--- config.mk ---
export PLATFORM = sky130hd
export DESIGN_NAME = pipe_hazard_ctrl
export DESIGN_NICKNAME = d
export VERILOG_FILES = /design/src/rtl/pipe_hazard_ctrl_pkg.sv /design/src/rtl/pipe_hazard_ctrl_hazard_detect.sv /design/src/rtl/pipe_hazard_ctrl.sv
export SDC_FILE = /design/constraint.sdc
export NUM_CORES = 1
export LEC_CHECK = 0
export CORE_MARGIN = 3
export CORE_UTILIZATION = 38
export DETAILED_ROUTE_END_ITERATION = 10
export GPL_TIMING_DRIVEN = 0
export PLACE_DENSITY_LB_ADDON = 0.1
export SKIP_CTS_REPAIR_TIMING = 1
export SLEW_MARGIN = 0
export SYNTH_ARGS = -nofsm -noshare
export SYNTH_HDL_FRONTEND = slang
export SYNTH_SLANG_ARGS = --single-unit
--- constraint.sdc ---
create_clock -name clk -period 4.5 [get_ports clk]
set_input_delay 0.675 -clock clk [delete_from_list [all_inputs] [get_ports clk]]
set_output_delay 0.675 -clock clk [all_outputs]
set_load 0.05 [all_outputs]
--- src/rtl/pipe_hazard_ctrl_pkg.sv ---
// -----------------------------------------------------------------------------
// pipe_hazard_ctrl_pkg
// Shared definitions for the pipeline hazard controller and its neighbours
// (forwarding unit, pipeline registers).
//   - M-field bit indices (EX/MEM memory/branch control)
//   - WB-field bit indices (write-back control)
//   - hazard FSM state encoding
// -----------------------------------------------------------------------------
package pipe_hazard_ctrl_pkg;

    // M field
    localparam int MEM_WRITE   = 0;
    localparam int MEM_READ    = 1;
    localparam int BRANCH_FLIP = 2;
    localparam int BRANCH      = 3;

    // WB field
    localparam int REG_WRITE   = 0;
    localparam int MEM_TO_REG  = 1;

    typedef enum logic [1:0] {
        RUN      = 2'd0,
        MEM_WAIT = 2'd1,
        BR_FLUSH = 2'd2
    } hz_state_t;

endpackage

--- src/rtl/pipe_hazard_ctrl_hazard_detect.sv ---
// -----------------------------------------------------------------------------
// hazard_detect
// Purely combinational load-use comparator. Flags when the load sitting in
// ID/EX writes a register that the instruction in ID reads. Register 0 is
// hard-wired to zero, so a load targeting it never creates a dependency.
// Ports:
//   idex_memread  in   ID/EX MemRead bit
//   idex_rt       in   load destination held in ID/EX
//   id_rs, id_rt  in   source registers of the instruction in ID
//   load_use      out  dependency detected
// -----------------------------------------------------------------------------
module hazard_detect #(
    parameter int REG_ADDR_W = 5
) (
    input  logic                  idex_memread,
    input  logic [REG_ADDR_W-1:0] idex_rt,
    input  logic [REG_ADDR_W-1:0] id_rs,
    input  logic [REG_ADDR_W-1:0] id_rt,
    output logic                  load_use
);

    assign load_use = idex_memread
                    & (idex_rt != '0)
                    & ((idex_rt == id_rs) | (idex_rt == id_rt));

endmodule

--- src/rtl/pipe_hazard_ctrl.sv ---
// -----------------------------------------------------------------------------
// pipe_hazard_ctrl
// Central stall/flush sequencer for the 5-stage pipeline. Detects load-use
// hazards at ID, services taken branches from EX/MEM and holds the pipeline
// while a multi-cycle data-memory access is outstanding.
//
// Optional build macro: PIPE_CTRL_STATS_EN adds saturating stall/flush
// statistics outputs.
//
// Ports:
//   clk, rst_n          clock, async active-low reset
//   id_rs, id_rt        ID source registers
//   idex_memread/_rt    load in ID/EX
//   exmem_m, exmem_zero EX/MEM M field and zero flag
//   mem_ready           data memory completion pulse
//   pc_write            PC update enable
//   *_hold / *_flush    pipeline register hold / clear-to-NOP
//   pc_src              select branch target
//   mem_start, mem_err  access request pulse, timeout pulse
//   stall_cycles, flush_count  (PIPE_CTRL_STATS_EN only)
//
// state    | meaning
// ---------+-----------------------------------------------------------------
// RUN      | normal flow; load-use stall, branch service, memory entry
// MEM_WAIT | pipeline frozen until mem_ready or timeout
// BR_FLUSH | cycle after a branch flush; ID holds a NOP so hazards ignored
// -----------------------------------------------------------------------------
module pipe_hazard_ctrl
    import pipe_hazard_ctrl_pkg::*;
#(
    parameter int REG_ADDR_W  = 5,
    parameter int MEM_TIMEOUT = 15,
    parameter int CNT_W       = 4     // 2**CNT_W must exceed MEM_TIMEOUT
) (
    input  logic                  clk,
    input  logic                  rst_n,
    input  logic [REG_ADDR_W-1:0] id_rs,
    input  logic [REG_ADDR_W-1:0] id_rt,
    input  logic                  idex_memread,
    input  logic [REG_ADDR_W-1:0] idex_rt,
    input  logic [3:0]            exmem_m,
    input  logic                  exmem_zero,
    input  logic                  mem_ready,
    output logic                  pc_write,
    output logic                  ifid_hold,
    output logic                  idex_hold,
    output logic                  exmem_hold,
    output logic                  ifid_flush,
    output logic                  idex_flush,
    output logic                  exmem_flush,
    output logic                  pc_src,
    output logic                  mem_start,
    output logic                  mem_err
`ifdef PIPE_CTRL_STATS_EN
    ,
    output logic [15:0]           stall_cycles,
    output logic [15:0]           flush_count
`endif
);

    hz_state_t        state_q, state_d;
    logic [CNT_W-1:0] cnt_q, cnt_d;

    logic br_taken;
    logic mem_acc;
    logic load_use;
    logic ifid_hold_req, idex_hold_req, exmem_hold_req;

    assign br_taken = exmem_m[BRANCH] & (exmem_zero ^ exmem_m[BRANCH_FLIP]);
    assign mem_acc  = exmem_m[MEM_WRITE] | exmem_m[MEM_READ];

    hazard_detect #(
        .REG_ADDR_W (REG_ADDR_W)
    ) u_hazard_detect (
        .idex_memread (idex_memread),
        .idex_rt      (idex_rt),
        .id_rs        (id_rs),
        .id_rt        (id_rt),
        .load_use     (load_use)
    );

    always_ff @(posedge clk or negedge rst_n) begin
        if (!rst_n) begin
            state_q <= RUN;
            cnt_q   <= '0;
        end else begin
            state_q <= state_d;
            cnt_q   <= cnt_d;
        end
    end

    // Decoded outputs are forced to the RUN/no-hazard values while reset is
    // asserted so the pipeline is released immediately, even if EX/MEM still
    // holds a memory instruction.
    always_comb begin
        state_d        = state_q;
        cnt_d          = cnt_q;
        pc_write       = 1'b1;
        ifid_hold_req  = 1'b0;
        idex_hold_req  = 1'b0;
        exmem_hold_req = 1'b0;
        ifid_flush     = 1'b0;
        idex_flush     = 1'b0;
        exmem_flush    = 1'b0;
        pc_src         = 1'b0;
        mem_start      = 1'b0;
        mem_err        = 1'b0;

        if (rst_n) begin
            unique case (state_q)
                RUN: begin
                    if (mem_acc) begin
                        state_d        = MEM_WAIT;
                        cnt_d          = '0;
                        mem_start      = 1'b1;
                        pc_write       = 1'b0;
                        ifid_hold_req  = 1'b1;
                        idex_hold_req  = 1'b1;
                        exmem_hold_req = 1'b1;
                    end else if (br_taken) begin
                        state_d     = BR_FLUSH;
                        pc_src      = 1'b1;
                        ifid_flush  = 1'b1;
                        idex_flush  = 1'b1;
                        exmem_flush = 1'b1;
                    end else if (load_use) begin
                        pc_write      = 1'b0;
                        ifid_hold_req = 1'b1;
                        idex_flush    = 1'b1;
                    end
                end

                // Counter equals the number of wait cycles already spent, so
                // the access is abandoned on the cycle after MEM_TIMEOUT full
                // wait cycles without a response.
                MEM_WAIT: begin
                    pc_write       = 1'b0;
                    ifid_hold_req  = 1'b1;
                    idex_hold_req  = 1'b1;
                    exmem_hold_req = 1'b1;
                    cnt_d          = cnt_q + 1'b1;
                    if (mem_ready) begin
                        cnt_d   = '0;
                        state_d = RUN;
                        // Branch that rode along with the memory op is
                        // serviced now that the access has finished.
                        if (br_taken) begin
                            state_d     = BR_FLUSH;
                            pc_write    = 1'b1;
                            pc_src      = 1'b1;
                            ifid_flush  = 1'b1;
                            idex_flush  = 1'b1;
                            exmem_flush = 1'b1;
                        end
                    end else if (cnt_q == CNT_W'(MEM_TIMEOUT)) begin
                        cnt_d   = '0;
                        state_d = RUN;
                        mem_err = 1'b1;
                    end
                end

                BR_FLUSH: begin
                    state_d = RUN;
                end

                default: begin
                    state_d = RUN;
                    cnt_d   = '0;
                end
            endcase
        end
    end

    // Flush wins over hold on the same register.
    assign ifid_hold  = ifid_hold_req  & ~ifid_flush;
    assign idex_hold  = idex_hold_req  & ~idex_flush;
    assign exmem_hold = exmem_hold_req & ~exmem_flush;

`ifdef PIPE_CTRL_STATS_EN
    logic stall_inc;
    logic flush_inc;

    assign stall_inc = (state_q == MEM_WAIT)
                     | ((state_q == RUN) & ~mem_acc & ~br_taken & load_use);
    assign flush_inc = pc_src;

    always_ff @(posedge clk or negedge rst_n) begin
        if (!rst_n) begin
            stall_cycles <= '0;
            flush_count  <= '0;
        end else begin
            if (stall_inc && (stall_cycles != 16'hFFFF))
                stall_cycles <= stall_cycles + 16'd1;
            if (flush_inc && (flush_count != 16'hFFFF))
                flush_count <= flush_count + 16'd1;
        end
    end
`endif

endmodule

# Yosys cells after proc, flatten, opt, wreduce, memory -nomap -nowiden
# Index checks and enable logic that the tools add are counted.
# word_totals
register_bits,6
in_bits,24
output_inout_bits,10
wordCells,65
# op_classes
n_addsub,1
n_eq_ne,8
n_mux,38
n_bitwise,12
n_reduce_logical,4
# ops
cell,count
1-bit two-way mux,23
4-bit two-way mux,3
4-bit case mux with 3 select lines,1
5-bit equality test,2
2-bit two-way mux,5
1-bit case mux with 2 select lines,5
1-bit bitwise AND,6
"3-bit != test, second input constant",2
3-bit AND reduction,2
5-bit nonzero test,1
"4-bit by 1-bit adder with 4-bit output, second input constant",1
"4-bit equality test, second input constant",1
2-bit case mux with 2 select lines,1
1-bit NOT,3
"2-bit by 1-bit equality test with 1-bit output, second input constant",1
"2-bit equality test, second input constant",1
2-bit logical NOT,1
"2-bit != test, second input constant",1
1-bit bitwise OR,2
1-bit XOR,1

# Logic depth before layout (Yosys ltp)
# depth
depth_word,10
depth_mapped,5
mapped_depth_nobuf,5

# Modules after synthesis
# From an unflattened synthesis, not the netlist that was laid out.
# unflattened
cells_unflattened,73
hier_area_um2,605.6
# by_module_without_submodules
module,n_inst,cells_each,area_per_inst_um2
pipe_hazard_ctrl,1,56,480.5
hazard_detect,1,17,125.1

# Worst setup path after synthesis
# OpenSTA, ideal clock, no wires.
# synth_timing
path_type,input -> output
startpoint,input exmem_m[2]
endpoint,output idex_flush
arrival_time_ps,2450
path_slack_ps,1375
cell_stages,4
path_buffers,0
cell_sequence,xor2_1 > a41oi_1 > or3_1 > o21ai_0
# synth_between
elab_chain_len,6
# synth_rtl
element,line,rtl
"start, declared",pipe_hazard_ctrl.sv:41,"input logic [3:0] exmem_m,"
1-bit XOR *,pipe_hazard_ctrl.sv:69,assign br_taken = exmem_m[BRANCH] & (exmem_zero ^ exmem_m[BRANCH_FLIP]);
1-bit bitwise AND *,pipe_hazard_ctrl.sv:69,
1-bit two-way mux (on tied branches),"pipe_hazard_ctrl.sv:147, pipe_hazard_ctrl.sv:120",
1-bit two-way mux (on tied branches),"pipe_hazard_ctrl.sv:142, pipe_hazard_ctrl.sv:112",
1-bit case mux with 2 select lines *,pipe_hazard_ctrl.sv:110,unique case (state_q)
1-bit two-way mux *,pipe_hazard_ctrl.sv:109,if (rst_n) begin
"end, declared",pipe_hazard_ctrl.sv:49,"output logic idex_flush,"
# Mark *: on every way between the ends. The rest lies on a longest branch, timed or not.

# Worst setup path in the final report
# layout_timing
startpoint,input rst_n
endpoint,output ifid_hold
# layout_between
elab_chain_len,3
# layout_rtl
element,line,rtl
"start, declared",pipe_hazard_ctrl.sv:36,"input logic rst_n,"
1-bit two-way mux,pipe_hazard_ctrl.sv:109,
1-bit NOT,pipe_hazard_ctrl.sv:175,assign ifid_hold = ifid_hold_req & ~ifid_flush;
1-bit bitwise AND *,pipe_hazard_ctrl.sv:175,
"end, declared",pipe_hazard_ctrl.sv:45,"output logic ifid_hold,"
# Marked as above.

==> impl_metrics.yaml <==
logic_synthesis:
  syn_nets: 94
  synth.cell_area_sq_um: 559
  yosysTopAreaCellShare_pct: 26.8
  synth.distinct_cells: 25
  postSynthAreaPerCell_sq_um: 8.11
  synthXorXnorAreaFrac_pct: 17.2
  ys_ff_latch: 6
  ys.warnings.count: 0
  synth_fa_ha_area_share_pct: 2.24
  synth_top_family_by_area: "simple AND/OR/NAND/NOR gates"
  yosysSeqAreaShare_pct: 26.8
  synthMuxAreaShare_pct: 0
  synthCells: 69
  synth_compound_area_share_pct: 18.6
  netlist.top_cell.by_area: "dfrtp_1"
  yosys.area_share.simple_pct: 31.1
  ys_top_cells_by_area: "dfrtp_1, xor2_1, nand2_1"
cells_and_area:
  area_growth_pct: 66.4
  stdcell_area_sq_um: 931
  fin_nets: 132
  stdcell_count: 120
  fillers: 116
  antenna_cells: 0
  final-seq-area_sq_um: 150
  drive_above_1_share_pct: 9.52
  multi_input_area_sq_um: 387
placed_design:
  hpwl_um: 1330
  place.gp.congestion: 0.688
  placed_cell_area_sq_um: 908
  io_buffers: 33
  dp_cells: 117
power:
  p_comb_share_pct: 49.4
  peakVddDrop_v: 0.000150
  switching_share_pct: 38.4
  total_power_mw: 0.236
  power_leakage_nw: 0.384
  p_sw_mw: 0.0909
  power_frac_clock_pct: 21.0
  power.density_nw_per_um2: 254
  seqPwrFrac_pct: 29.6
  p_int_mw: 0.145
sta:
  finalSetupViolations: 0
  setup_tns_ns: 0
  fin_worst_skew_ns: 0.00274
  final-max-slew-violation-count: 0
  timing.hold.ws_ns: 0.543
  period_minus_slack_ns: 3.73
  finalCritPeriodShare_pct: 83.0
  slew_headroom_pct: 66.0
  max_freq_mhz: 268
  worst_pin_slew_ns: 0.509
  hold_viol: 0
  rsz0062_at_grt: "false"
floorplan:
  fp.dieH_um: 44.4
  die-area_sq_um: 1970
  std_cell_rows: 13
  die_w_um: 44.4
  start_util_pct: 41.9
  io_pins: 34
  core_sq_um: 1330
cts:
  clk_latency_ns: 0.24
  h-tree-depth: 1
  tritoncts: "built"
  cts.root.buffer_cell: "clkbuf_4"
  clock_sinks: 6
  cts_buffer_depth: 2
  cts_buffers: 3
  cts.clk_slew.worst_paths_ns: 0.05
worst_setup_path:
  path_common_cell: "clkdlybuf4s50_1"
  path_class: "in -> out"
  cp-end-kind: "output pin"
  worstPathArrival_ns: 3.06
  critPathLaunchType: "primary input"
  cp_slowest_stage_delay_ns: 0.82
  slowest_stage: "clkdlybuf4s50_1"
  crit_required_ns: 3.83
  worstPathCellList: "clkdlybuf4s50_1 > nand3_1 > or3b_2 > o21bai_1 > clkdlybuf4s50_1"
  crit_fanout: 12
grt:
  track_usage_pct: 17.5
  grt_pass1_vias: 650
  overflow: 0
  grt_pass1_wl_um: 2490
  grt_max_degree: 13
  antenna_found_initial: 0
route:
  avgRoutedWirePerCell_um: 12.5
  ant_nets: 0
  dr.pass1.iters: 2
  viasPerCell: 5.23
  routed_wl_um: 1500
  drtIter0Drc: 6
  drcViolationCount: 0
  vias: 628
min_path:
  hp-class: "reg -> reg"
status:
  outcome: "finished, final reports clean"
flow_run:
  drv_cap: 0
[cell usage after synthesis (all sizes together)]
cell and n:
o31ai 1, a21oi 1, or3b 1, buf 2, o21bai 1, nor2 5, o21ba 2, dfrtp 6
a41oi 1, nand2 9, nand3 4, o211ai 1, inv 2, o21ai 5, nor3 5, a21o 2
a22oi 1, nor3b 1, xor2 11, nor2b 3, ha 1, or4 2, or3 2
[layout make-up]
cell class	count	area share, %
Timing Repair Buffer	33	35.5
Sequential cell	6	16.1
Multi-Input combinational cell	59	41.5
Inverter	2	0.806
Tap cell	15	2.02
Buffer	2	1.61
Clock buffer	3	2.42
[power by group through the flow]
stage	sequential [mW]	combinational, mW	clock [mW]
2_1_floorplan	0.0681	0.0701	0
3_3_place_gp	0.0696	0.115	0
3_5_place_dp	0.0706	0.118	0
4_1_cts	0.0698	0.118	0.0498
5_1_grt	0.0709	0.126	0.0548
6_report	0.0700	0.117	0.0496
[final timing paths]
kind / from / endpoint / slack, ns / cells after the start
min in group asynchronous: rst_n / cnt_q[2]$_DFFE_PN0P_ / 0.74 / 1
max in group asynchronous: rst_n / cnt_q[1]$_DFFE_PN0P_ / 3.46 / 1
min reg2reg: cnt_q[2]$_DFFE_PN0P_ / cnt_q[2]$_DFFE_PN0P_ / 0.54 / 1
min: cnt_q[2]$_DFFE_PN0P_ / cnt_q[2]$_DFFE_PN0P_ / 0.54 / 1
max: rst_n / ifid_hold / 0.77 / 5
max reg2reg: state_q[0]$_DFFE_PN0P_ / cnt_q[3]$_DFFE_PN0P_ / 2.93 / 4
[state kept, by name, indices dropped and copies added (netlist names)]
register / cells
cnt_q: 4
state_q: 2
[placed cells by master (no fill, tap or decap), types with 2 or more instances in the layout]
cell type / count
dfrtp_1: 6
nor2_1: 5
xor2_1: 11
a21o_1: 2
inv_1: 2
or4_1: 2
clkdlybuf4s50_1: 33
nand2_1: 8
or3_1: 2
nor2b_1: 3
buf_4: 2
o21ba_2: 2
nor3_1: 5
clkbuf_4: 3
o21ai_0: 4
nand3_1: 4
[worst max-delay path: cells and delay by family]
kind / cells / cell delay [ns]
buf+inv: 2 / 1.55
simple gates: 2 / 0.67
compound gates: 1 / 0.16
[metrics by stage]
step / util, % / worst slack, ns
CTS: 69.8 / 0.742
global placement: 68.1 / 0.797
global route: 69.8 / 0.628
detailed placement: 68.1 / 0.749
finish: 69.8 / 0.767
floorplan: - / 1.37
[routing by layer]
metal | track usage, % | vias up | wire [um]
met3 | 5.28 | 4 | 94
li1 | - | 321 | -
met4 | 7.23 | 0 | 27
met2 | 34.6 | 25 | 847
met1 | 16.1 | 278 | 527
met5 | 0 | - | 0
[kinds of logic (layout without fill, tap and decap cells)]
| family | count (synthesis) | count (layout) |
|---|---|---|
| xor+xnor | 11 | 11 |
| compound gates | 15 | 15 |
| fa+ha+maj | 1 | 1 |
| simple gates | 32 | 32 |
| buf+inv | 4 | 40 |
| flops | 6 | 6 |
(Power assumes the default switching activity.)
